## src/rtl/dst_pipe.sv

```systemverilog
// Destination-register tracking through EX/MEM/WB with stall bubbles, flush,
// combinational operand-forwarding selects and a saturating bubble counter.
module dst_pipe #(
  parameter int WIDTH = 32,
  parameter int REGW  = 5,
  parameter int CNTW  = 8
) (
  input  logic             clk,
  input  logic             rst,
  input  logic [WIDTH-1:0] dst_in,
  input  logic             wen_in,
  input  logic             stall,
  input  logic             flush,
  input  logic [REGW-1:0]  src_a,
  input  logic [REGW-1:0]  src_b,
  output logic [WIDTH-1:0] dst_ex,
  output logic [WIDTH-1:0] dst_mem,
  output logic [WIDTH-1:0] dst_wb,
  output logic             wen_ex,
  output logic             wen_mem,
  output logic             wen_wb,
  output logic [1:0]       fwd_a,
  output logic [1:0]       fwd_b,
  output logic [CNTW-1:0]  bubble_cnt
);

  function automatic logic [CNTW-1:0] sat_inc(input logic [CNTW-1:0] v);
    return (&v) ? v : v + CNTW'(1);
  endfunction

  // A zero index is the hardwired r0 and never needs forwarding.
  function automatic logic [1:0] fwd_sel(
    input logic [REGW-1:0] src,
    input logic            w_ex,  input logic [REGW-1:0] d_ex,
    input logic            w_mem, input logic [REGW-1:0] d_mem,
    input logic            w_wb,  input logic [REGW-1:0] d_wb
  );
    if (src == '0)                  return 2'b00;
    else if (w_ex  && d_ex  == src) return 2'b01;
    else if (w_mem && d_mem == src) return 2'b10;
    else if (w_wb  && d_wb  == src) return 2'b11;
    else                            return 2'b00;
  endfunction

  logic wen_q;
  assign wen_q = wen_in & (dst_in[REGW-1:0] != '0);

  // Decode -> EX -> MEM -> WB
  always_ff @(posedge clk or posedge rst) begin
    if (rst) begin
      dst_ex     <= '0;
      dst_mem    <= '0;
      dst_wb     <= '0;
      wen_ex     <= 1'b0;
      wen_mem    <= 1'b0;
      wen_wb     <= 1'b0;
      bubble_cnt <= '0;
    end else if (flush) begin
      dst_ex  <= '0;
      wen_ex  <= 1'b0;
      dst_mem <= '0;
      wen_mem <= 1'b0;
      dst_wb  <= dst_mem;
      wen_wb  <= wen_mem;
    end else begin
      dst_wb  <= dst_mem;
      wen_wb  <= wen_mem;
      dst_mem <= dst_ex;
      wen_mem <= wen_ex;
      if (stall) begin
        dst_ex     <= '0;
        wen_ex     <= 1'b0;
        bubble_cnt <= sat_inc(bubble_cnt);
      end else begin
        dst_ex <= dst_in;
        wen_ex <= wen_q;
      end
    end
  end

  assign fwd_a = fwd_sel(src_a, wen_ex, dst_ex[REGW-1:0], wen_mem, dst_mem[REGW-1:0],
                         wen_wb, dst_wb[REGW-1:0]);
  assign fwd_b = fwd_sel(src_b, wen_ex, dst_ex[REGW-1:0], wen_mem, dst_mem[REGW-1:0],
                         wen_wb, dst_wb[REGW-1:0]);

endmodule

```

## config.mk

```make
export PLATFORM = sky130hd
export DESIGN_NAME = dst_pipe
export DESIGN_NICKNAME = d
export VERILOG_FILES = /design/src/rtl/dst_pipe.sv
export SDC_FILE = /design/constraint.sdc
export NUM_CORES = 1
export LEC_CHECK = 0
export BUFFER_PORTS_ARGS = -buffer_cell sky130_fd_sc_hd__clkbuf_2
export CAP_MARGIN = 20
export CORE_AREA = 2 2 100 102
export DETAILED_ROUTE_END_ITERATION = 6
export DIE_AREA = 0 0 102 104
export PLACE_DENSITY_LB_ADDON = 0.3
export SYNTH_ARGS = -nofsm -noshare
export SYNTH_HDL_FRONTEND = slang
export SYNTH_SLANG_ARGS = --single-unit
export TNS_END_PERCENT = 30
```

## constraint.sdc

```tcl
create_clock -name clk -period 4.42 [get_ports clk]
set_clock_uncertainty 0.2 [all_clocks]
set_input_delay 0.442 -clock clk [delete_from_list [all_inputs] [get_ports clk]]
set_output_delay 0.442 -clock clk [all_outputs]
set_load 0.02 [all_outputs]
```

### Yosys cells after proc, flatten, opt, wreduce, memory -nomap -nowiden

Cells that the tools add are included.

| word-level totals | value |
|---|---|
| register bits after elaboration | 107 |
| bits of input ports | 47 |
| word-level logic and storage cells | 42 |

| cells by class | value |
|---|---|
| add/sub/neg operators | 1 |
| equality and inequality tests | 6 |
| mux-type cells | 14 |
| bitwise logic cells | 3 |
| reduce and logical (&&, ||, !) cells | 11 |

Operators with widths:

| kind | number |
|---|---|
| 32-bit two-way mux | 3 |
| 5-bit equality test | 6 |
| 2-bit two-way mux | 8 |
| 5-bit logical NOT | 2 |
| 8-bit by 1-bit adder with 8-bit output, second input constant | 1 |
| 8-bit AND reduction | 1 |
| 1-bit logical AND | 6 |
| 5-bit nonzero test | 1 |
| 1-bit two-way mux | 3 |
| 3-bit AND reduction | 1 |
| 1-bit inverter | 2 |
| 1-bit AND | 1 |

### Longest topological paths before layout

Gate-level depths: netlist (run 1).

| depth | value |
|---|---|
| depth after elaboration | 6 |
| mapped depth | 5 |
| mapped depth without buffers | 5 |

### Least setup slack after synthesis (run 1)

Ideal clock, no wire load.

| timing path | value |
|---|---|
| path kind | register -> output |
| start point | reg dst_wb[3] |
| end point | out fwd_b[1] |
| arrival | 1487 ps |
| setup slack | 2291 ps |
| stages on the path, launching flop included | 5 |
| buffers on the path | 0 |
| path through | dfrtp_1 xor2_1 nor4_2 nand3_1 a221oi_2 |

| between the ends | value |
|---|---|
| cells in the longest elaborated chain, start to end | 6 |

Ends and longest elaborated chain:

| element | RTL line | source |
|---|---|---|
| start, declared | 18 | `output logic [WIDTH-1:0] dst_wb,` |
| start signal, assigned | 63 | `dst_wb <= dst_mem;` |
| start signal, assigned | 66 | `dst_wb <= dst_mem;` |
| 5-bit equality test | 41 | `else if (w_wb && d_wb == src) return 2'b11;` |
| 1-bit logical AND | 41 |  |
| 2-bit two-way mux | 41 |  |
| 2-bit two-way mux | 40 | `else if (w_mem && d_mem == src) return 2'b10;` |
| 2-bit two-way mux | 39 | `else if (w_ex && d_ex == src) return 2'b01;` |
| 2-bit two-way mux | 38 | `if (src == '0) return 2'b00;` |
| end, declared | 23 | `output logic [1:0] fwd_b,` |

Every way passes these cells.

### Worst setup path after layout (run 1)

| timing path | value |
|---|---|
| start point | reg dst_ex[1] |
| end point | out fwd_b[0] |

| between the ends | value |
|---|---|
| cells in the longest elaborated chain, start to end | 4 |

Ends and longest elaborated chain:

| element | RTL line | source |
|---|---|---|
| start, declared | 16 | `output logic [WIDTH-1:0] dst_ex,` |
| start signal, assigned | 75 | `dst_ex <= dst_in;` |
| 5-bit equality test | 39 |  |
| 1-bit logical AND | 39 |  |
| 2-bit two-way mux | 39 |  |
| 2-bit two-way mux | 38 |  |

Every way passes these cells.

==> metrics.yaml, run 1 <==
outcome: "complete, no violations"
cts-resized-gates: 0
dieArea_sq_um: 10610
clock_latency_ps: 370
synth_area_sq_um: 3746
ys_seq_area_share_pct: 71.48
avgSynthCellArea_sq_um: 14.24
cts_hold_repair.buffers: 0
min_period_over_period_pct: 58.44
core-area_sq_um: 9549
cts_tree: "done"
cts_buffers: 9
instances_no_fill: 565
crit_required_ps: 3780
max_clock_freq_mhz: 387.1
crit_fanout: 4
cts_root_buffer: "clkbuf_8"
synth_fp_nets: 311
rows: 36
drc: 0
power_mw: 1.945
cts_setup_buffers: 0
slew_headroom_pct: 40.74
layout_commonest_cell: "clkbuf_2"
multi_input_area_sq_um: 1041
clk_pin_slew_worst_paths_ps: 100
numClockSinks: 107
layout_common_cells: "clkbuf_2 (157), dfrtp_1 (107), nor2b_1 (34), and2_1 (32), xor2_1 (30)"
fp.dieH_microns: 104
start_util_pct: 39.23
drt-initial-drc-count: 43
r2r_slack_ps: 2650
final_cell_area_sq_um: 4911
wl_per_cell_microns: 13.76
dr.pass1.iters: 4
drt_wl_total_microns: 7772
grt_pass1_vias: 2447
ys_ff_latch: 107
hpwlAfterDp_microns: 5827
tightest_slew_ps: 889.0
io_pins: 158
worst-setup-path-type: "flip-flop to output pin"
grt_usage_pct: 15.06
final-seq-area_sq_um: 2678
via_per_inst: 4.304
worstHoldPathType: "input pin to asynchronous set/reset pin"
rsz0062_at_grt: "false"
nets: 475
diodes: 0
place.gp.congestion: 0.8041
crit_arrival_ps: 1940
critPathCaptureType: "output pin"
hold_viol: 0
crit_path_start_kind: "flip-flop"
vias: 2432
fillers: 884
ir_drop_uv: 288.1
period_needed_ps: 2583
syn_inst: 263
power_density_nw_per_um2: 396.0
h-tree-depth: 3
antenna_found_initial: 0
drive_gt1_share_pct: 42.82
tns_ps: 0
fp.dieW_microns: 102
setup_viol: 0
grt_max_degree: 76
ctsLongestPathBuffers: 2
gr-total-overflow: 0
portBuffers: 157
ys_warn_count: 0
r2r_end: "bubble_cnt[1]"
area_growth_pct: 31.10
drv_cap: 0
placed_area_sq_um: 4688
worstReg2RegStart: "bubble_cnt[0]"
leakage_nw: 2.703
grt_pass1_wl_microns: 12190
yosysUniqueCellTypes: 24
slew_violations: 0
worstRegToRegCells: 4
ant_nets: 0
dp_cells: 548
==> power by group <==
group          internal [mW]  switching (mW)  total (mW)
sequential              1.03          0.0512        1.08
clock                  0.271           0.337       0.608
combinational         0.0945           0.161       0.255
==> stage by stage <==
step	hold WS (ps)	setup slack (ps)	utilization (%)
2_1_floorplan	293.6	960.8	-
3_3_place_gp	157.8	2022	49.10
3_5_place_dp	161.5	1952	49.10
4_1_cts	53.20	1787	51.27
5_1_grt	56.03	1679	51.43
6_report	44.43	1837	51.43
==> cells in the mapped netlist (all sizes together) <==
cell type	n	area share [%]
inv	2	0.20
nor2b	34	5.7
nand2	4	0.40
nand4	3	0.50
xnor2	7	1.6
and3	2	0.33
nor2	6	0.60
nand3	8	1.1
and2	32	5.3
mux2	1	0.30
ha	1	0.33
o311a	1	0.27
nor4	6	1.3
and4	2	0.50
clkbuf	6	0.60
or3	1	0.17
dfrtp	107	71
nor3	5	0.67
a21bo	2	0.53
a221oi	2	0.80
xor2	30	7.0
o21ai	1	0.23
==> layer usage <==
layer	GRT usage, %	part of all wire (%)	up-vias
met1	18.64	40	1175
li1	-	-	1176
met4	6.190	1.9	0
met2	24.77	53	70
met3	4.032	5.2	11
met5	0	0	-
==> registers in the layout, indices dropped and copies added, names as in the netlist <==
name        flops
dst_mem        32
wen_ex          1
bubble_cnt      8
dst_ex         32
wen_wb          1
wen_mem         1
dst_wb         32
==> kinds of logic after synthesis <==
| kind of cell | Yosys count | synth area share (%) |
|---|---|---|
| adder cells (fa/ha/maj) | 1 | 0.3339 |
| multiplexers | 1 | 0.3006 |
| buffers and inverters | 8 | 0.8016 |
| AND/OR/NAND/NOR | 103 | 16.60 |
| XOR/XNOR | 37 | 8.651 |
| AO/OA/AOI/OAI | 6 | 1.837 |
| flip-flops | 107 | 71.48 |
==> cell type report <==
cell class | instances | area share (%)
Sequential cell | 107 | 54.52
Multi-Input combinational cell | 148 | 21.20
Timing Repair Buffer | 159 | 16.46
Tap cell | 133 | 3.389
Clock buffer | 9 | 2.522
Clock inverter | 7 | 1.707
Inverter | 2 | 0.2038
==> worst max-delay path by stage <==
stage,startpoint,end,slack (ps)
3_5_place_dp,flush,wen_ex,1950
4_1_cts,dst_ex[1],fwd_b[0],1790
5_1_grt,dst_mem[0],fwd_b[1],1680
2_1_floorplan,rst,bubble_cnt[0],960
3_3_place_gp,flush,wen_ex,2020
6_report,dst_ex[1],fwd_b[0],1840
==> critical path, stage by stage (launching register included) <==
cell and delay, ps:
dfrtp_1 450, xor2_1 180, nor4_1 450, nand4_1 140, a21bo_2 200, clkbuf_2 150
Power figures use the tool's default switching activity.
==> run 2: changes to the inputs <==
Clock period 4.42 ns to 2.1 ns, I/O delays scaled along.
==> metrics.yaml, run 2 (same netlist as run 1, synthesis figures left out) <==
final_cell_area_sq_um: 5341
worstHoldPathType: "input pin to flip-flop"
layout_common_cells: "clkbuf_2 (153), dfrtp_1 (106), dlygate4sd3_1 (35), nor2b_1 (34), and2_1 (32)"
slew_headroom_pct: 60.83
grt_pass1_vias: 2691
period_needed_ps: 2250
crit_required_ps: 1690
cts_buffers: 9
clk_pin_slew_worst_paths_ps: 100
grt_pass1_wl_microns: 13440
ctsLongestPathBuffers: 2
portBuffers: 157
diodes: 0
dr.pass1.iters: 4
drt_wl_total_microns: 8450
max_clock_freq_mhz: 444.4
clock_latency_ps: 360
setup_viol: 4
cts_root_buffer: "clkbuf_8"
outcome: "finished, violations left"
gr-total-overflow: 0
dieArea_sq_um: 10610
numClockSinks: 107
fillers: 865
place.gp.congestion: 0.8078
layout_commonest_cell: "clkbuf_2"
worstRegToRegCells: 4
fp.dieH_microns: 104
crit_fanout: 3
power_mw: 4.230
ant_nets: 0
fp.dieW_microns: 102
nets: 514
cts_tree: "done"
vias: 2653
pre_cts_ws_ps: 156.0
worstReg2RegStart: "bubble_cnt[0]"
placed_area_sq_um: 4725
rsz0062_at_grt: "true"
tns_ps: -518.7
critPathCaptureType: "output pin"
min_period_over_period_pct: 107.2
io_pins: 158
tightest_slew_ps: 587.5
r2r_slack_ps: 340
crit_path_start_kind: "flip-flop"
h-tree-depth: 3
largestRegisters: "dst_ex (32), dst_mem (32), dst_wb (32)"
worst-setup-path-type: "flip-flop to output pin"
multi_input_area_sq_um: 1060
drive_gt1_share_pct: 40.55
violations: "setup timing"
rows: 36
whs_endpoint: "dst_mem[8]"
drv_cap: 0
r2r_end: "bubble_cnt[1]"
ir_drop_uv: 686.2
grt_max_degree: 108
drc: 0
hpwlAfterDp_microns: 5834
power_density_nw_per_um2: 791.9
antenna_found_initial: 0
via_per_inst: 4.392
final-seq-area_sq_um: 2679
min-delay-start: "flush"
wl_per_cell_microns: 13.99
drt-initial-drc-count: 39
grt_usage_pct: 16.58
start_util_pct: 39.23
holdPathStages: 2
core-area_sq_um: 9549
finalWorstSetupSlack_ps: -150.2
hold_viol: 0
crit_arrival_ps: 1840
area_growth_pct: 42.59
slew_violations: 0
leakage_nw: 2.883
run 2: cell types whose count changed in the layout (fill, tap and decap cells not counted), moves of 2 or more:
cell           previous run  this run
buf_4                     1         7
buf_6                     0         2
clkbuf_1                  0         2
clkbuf_2                157       153
clkinvlp_4                3         1
dlygate4sd3_1             0        35
inv_8                     2         0
nor4_1                    4         1
nor4_2                    2         5
run 2: metal layers:
layer  global-route usage, %  up-vias  part of all wire [%]
li1                        -     1257                     -
met1                   20.04     1299                    40
met2                   27.91       83                    53
met3                   3.898       14                   4.9
met4                   7.333        0                   2.3
met5                       0        -                     0
run 2: repair_timing:
action                                  CTS  global route
gates cloned                              0             0
pin swaps                                 5             6
hold endpoints to repair                140             0
buffers inserted                          1             1
hold buffers                             35             0
endpoints found under the setup margin    4             4
resized for setup                         3            11
run 2: stage by stage:
step	instances	utilization, %	hold slack, ps
after CTS	603	55.62	64.37
after global placement	551	49.48	156.9
after detailed placement	551	49.48	160.1
after global routing	604	55.94	91.64
final	604	55.94	98.16
after floorplan	263	-	75.64
run 2: worst max path at each step:
| stage | start | to |
|---|---|---|
| floorplan | dst_wb[3] | fwd_b[1] |
| global placement | dst_wb[3] | fwd_b[1] |
| detailed placement | dst_wb[3] | fwd_b[1] |
| CTS | dst_wb[1] | fwd_b[1] |
| global route | dst_wb[3] | fwd_a[1] |
| finish | dst_wb[3] | fwd_a[1] |
run 2: worst max-delay path, stage by stage (launching register included):
cell and delay, ps:
dfrtp_1 420, xor2_1 160, nor4_2 330, nand3_1 140
a221oi_2 260, buf_4 180
run 2: area by class of cell:
class | count | share of cell area [%]
Tap cell | 133 | 3.115
Multi-Input combinational cell | 148 | 19.84
Clock buffer | 11 | 2.460
Inverter | 2 | 0.2108
Timing Repair Buffer | 198 | 22.68
Sequential cell | 107 | 50.15
Clock inverter | 5 | 1.546
run 2: power by group:
| part | total, mW | internal (mW) | switching [mW] |
|---|---|---|---|
| clock | 1.35 | 0.680 | 0.665 |
| combinational | 0.607 | 0.248 | 0.359 |
| sequential | 2.28 | 2.17 | 0.110 |
| total | 4.23 | 3.10 | 1.13 |
==> run 3: changes to the inputs <==
Settings changed: CORE_AREA 2 2 100 102 to 2 2 97 99, DIE_AREA 0 0 102 104 to 0 0 99 101.
==> metrics.yaml, run 3 (same netlist as run 1, synthesis figures left out) <==
dr.pass1.iters: 4
slew_violations: 0
core-area_sq_um: 8977
start_util_pct: 41.73
clk_pin_slew_worst_paths_ps: 100
outcome: "finished, violations left"
finalWorstSetupSlack_ps: -194.3
rsz0062_at_grt: "true"
leakage_nw: 2.858
period_needed_ps: 2294
crit_required_ps: 1690
cts_tree: "done"
wl_per_cell_microns: 13.93
power_density_nw_per_um2: 768.0
tightest_slew_ps: 557.6
dieArea_sq_um: 9999
violations: "setup timing"
setup_viol: 4
via_per_inst: 4.533
power_mw: 4.040
cts_root_buffer: "clkbuf_8"
drive_gt1_share_pct: 40.30
place.gp.congestion: 0.8965
worstHoldPathType: "input pin to flip-flop"
tns_ps: -612.7
nets: 512
grt_pass1_vias: 2652
crit_path_start_kind: "flip-flop"
slew_headroom_pct: 62.82
drc: 0
hpwlAfterDp_microns: 5749
largestRegisters: "dst_ex (32), dst_mem (32), dst_wb (32)"
crit_fanout: 3
portBuffers: 157
area_growth_pct: 40.41
swShare_pct: 28.33
clock_latency_ps: 350
min_period_over_period_pct: 109.3
io_pins: 158
pre_cts_ws_ps: 132.4
layout_commonest_cell: "clkbuf_2"
cts_buffers: 9
fp.dieH_microns: 101
antenna_found_initial: 0
crit_arrival_ps: 1880
power_frac_clock_pct: 28.8
fp.dieW_microns: 99
h-tree-depth: 3
layout_common_cells: "clkbuf_2 (154), dfrtp_1 (107), dlygate4sd3_1 (35), nor2b_1 (34), and2_1 (32)"
p_switching_mw: 1.145
ctsLongestPathBuffers: 2
grt_pass1_wl_microns: 13290
ir_drop_uv: 498.7
grt_max_degree: 108
seqPwrFrac_pct: 56.3
numClockSinks: 107
vias: 2629
diodes: 0
fillers: 762
combPwrFrac_pct: 14.9
hold_viol: 0
critPathCaptureType: "output pin"
rows: 35
p_int_mw: 2.895
drt_wl_total_microns: 8082
drv_cap: 0
gr-total-overflow: 0
drt-initial-drc-count: 89
grt_usage_pct: 17.01
worst-setup-path-type: "flip-flop to output pin"
ant_nets: 0
max_clock_freq_mhz: 435.9
## run 3: changes by cell type in the layout (fill, tap and decap cells not counted), moves of 2 or more
cell / change
bufinv_16: -2
buf_4: -2
clkinv_4: +2
buf_6: -2
## run 3: per-stage QoR
step                      area, sq um  utilization [%]  std cells  hold slack (ps)
final                            5260            58.59        580            110.8
after global routing             5260            58.59        580            108.9
after CTS                        5245            58.43        580            90.81
after detailed placement         4697            52.32        529            161.4
after global placement           4697            52.32        529            157.3
after floorplan                  3750                -        263            75.64
## run 3: worst paths after layout
check	startpoint	end	slack [ps]	cells after the start
min in group asynchronous	rst	bubble_cnt[4]	320	4
hold reg to reg	dst_mem[31]	dst_wb[31]	170	0
hold / removal	flush	dst_mem[26]	110	2
max in group asynchronous	rst	dst_mem[29]	940	4
setup / recovery	dst_wb[3]	fwd_b[1]	-190	5
setup reg to reg	bubble_cnt[0]	bubble_cnt[1]	370	4
## run 3: repair_timing
| item | 4_1_cts | 5_1_grt |
|---|---|---|
| setup endpoints to repair | 4 | 4 |
| hold endpoints to repair | 140 | 0 |
| hold buffers | 35 | 0 |
| pin swaps | 6 | 3 |
| setup buffers | 0 | 0 |
| resized for setup | 3 | 5 |
## run 3: final cells by class
cell class | instances | area [sq um] | share of cell area, %
clock inverters | 5 | 45.04 | 0.8563
clock buffers | 11 | 141.4 | 2.688
well taps | 111 | 138.9 | 2.640
repair buffers | 196 | 1186 | 22.55
flip-flops and latches | 107 | 2678 | 50.90
inverters | 2 | 11.26 | 0.2141
multi-input cells | 148 | 1060 | 20.15
## run 3: worst max-delay path, cell delays in order (launching register included)
cell and delay, ps:
dfrtp_1 430, xor2_1 190, nor4_2 360, nand3_1 130, a221oi_2 240, buf_4 180
## run 3: metal layers
| metal | GRT usage (%) | wire (microns) | vias up |
|---|---|---|---|
| met3 | 3.953 | 468 | 9 |
| met2 | 27.81 | 4128 | 90 |
| met5 | 0 | 0 | - |
| met1 | 22.02 | 3371 | 1275 |
| li1 | - | - | 1255 |
| met4 | 6.955 | 113 | 0 |
## run 3: power by group through the flow
stage / Clock [mW] / Sequential, mW / Combinational (mW)
after global routing: 1.31 / 2.29 / 0.668
final: 1.16 / 2.27 / 0.600
after CTS: 1.22 / 2.28 / 0.609
after floorplan: 0 / 2.44 / 0.193
after detailed placement: 0 / 2.32 / 0.553
after global placement: 0 / 2.31 / 0.548
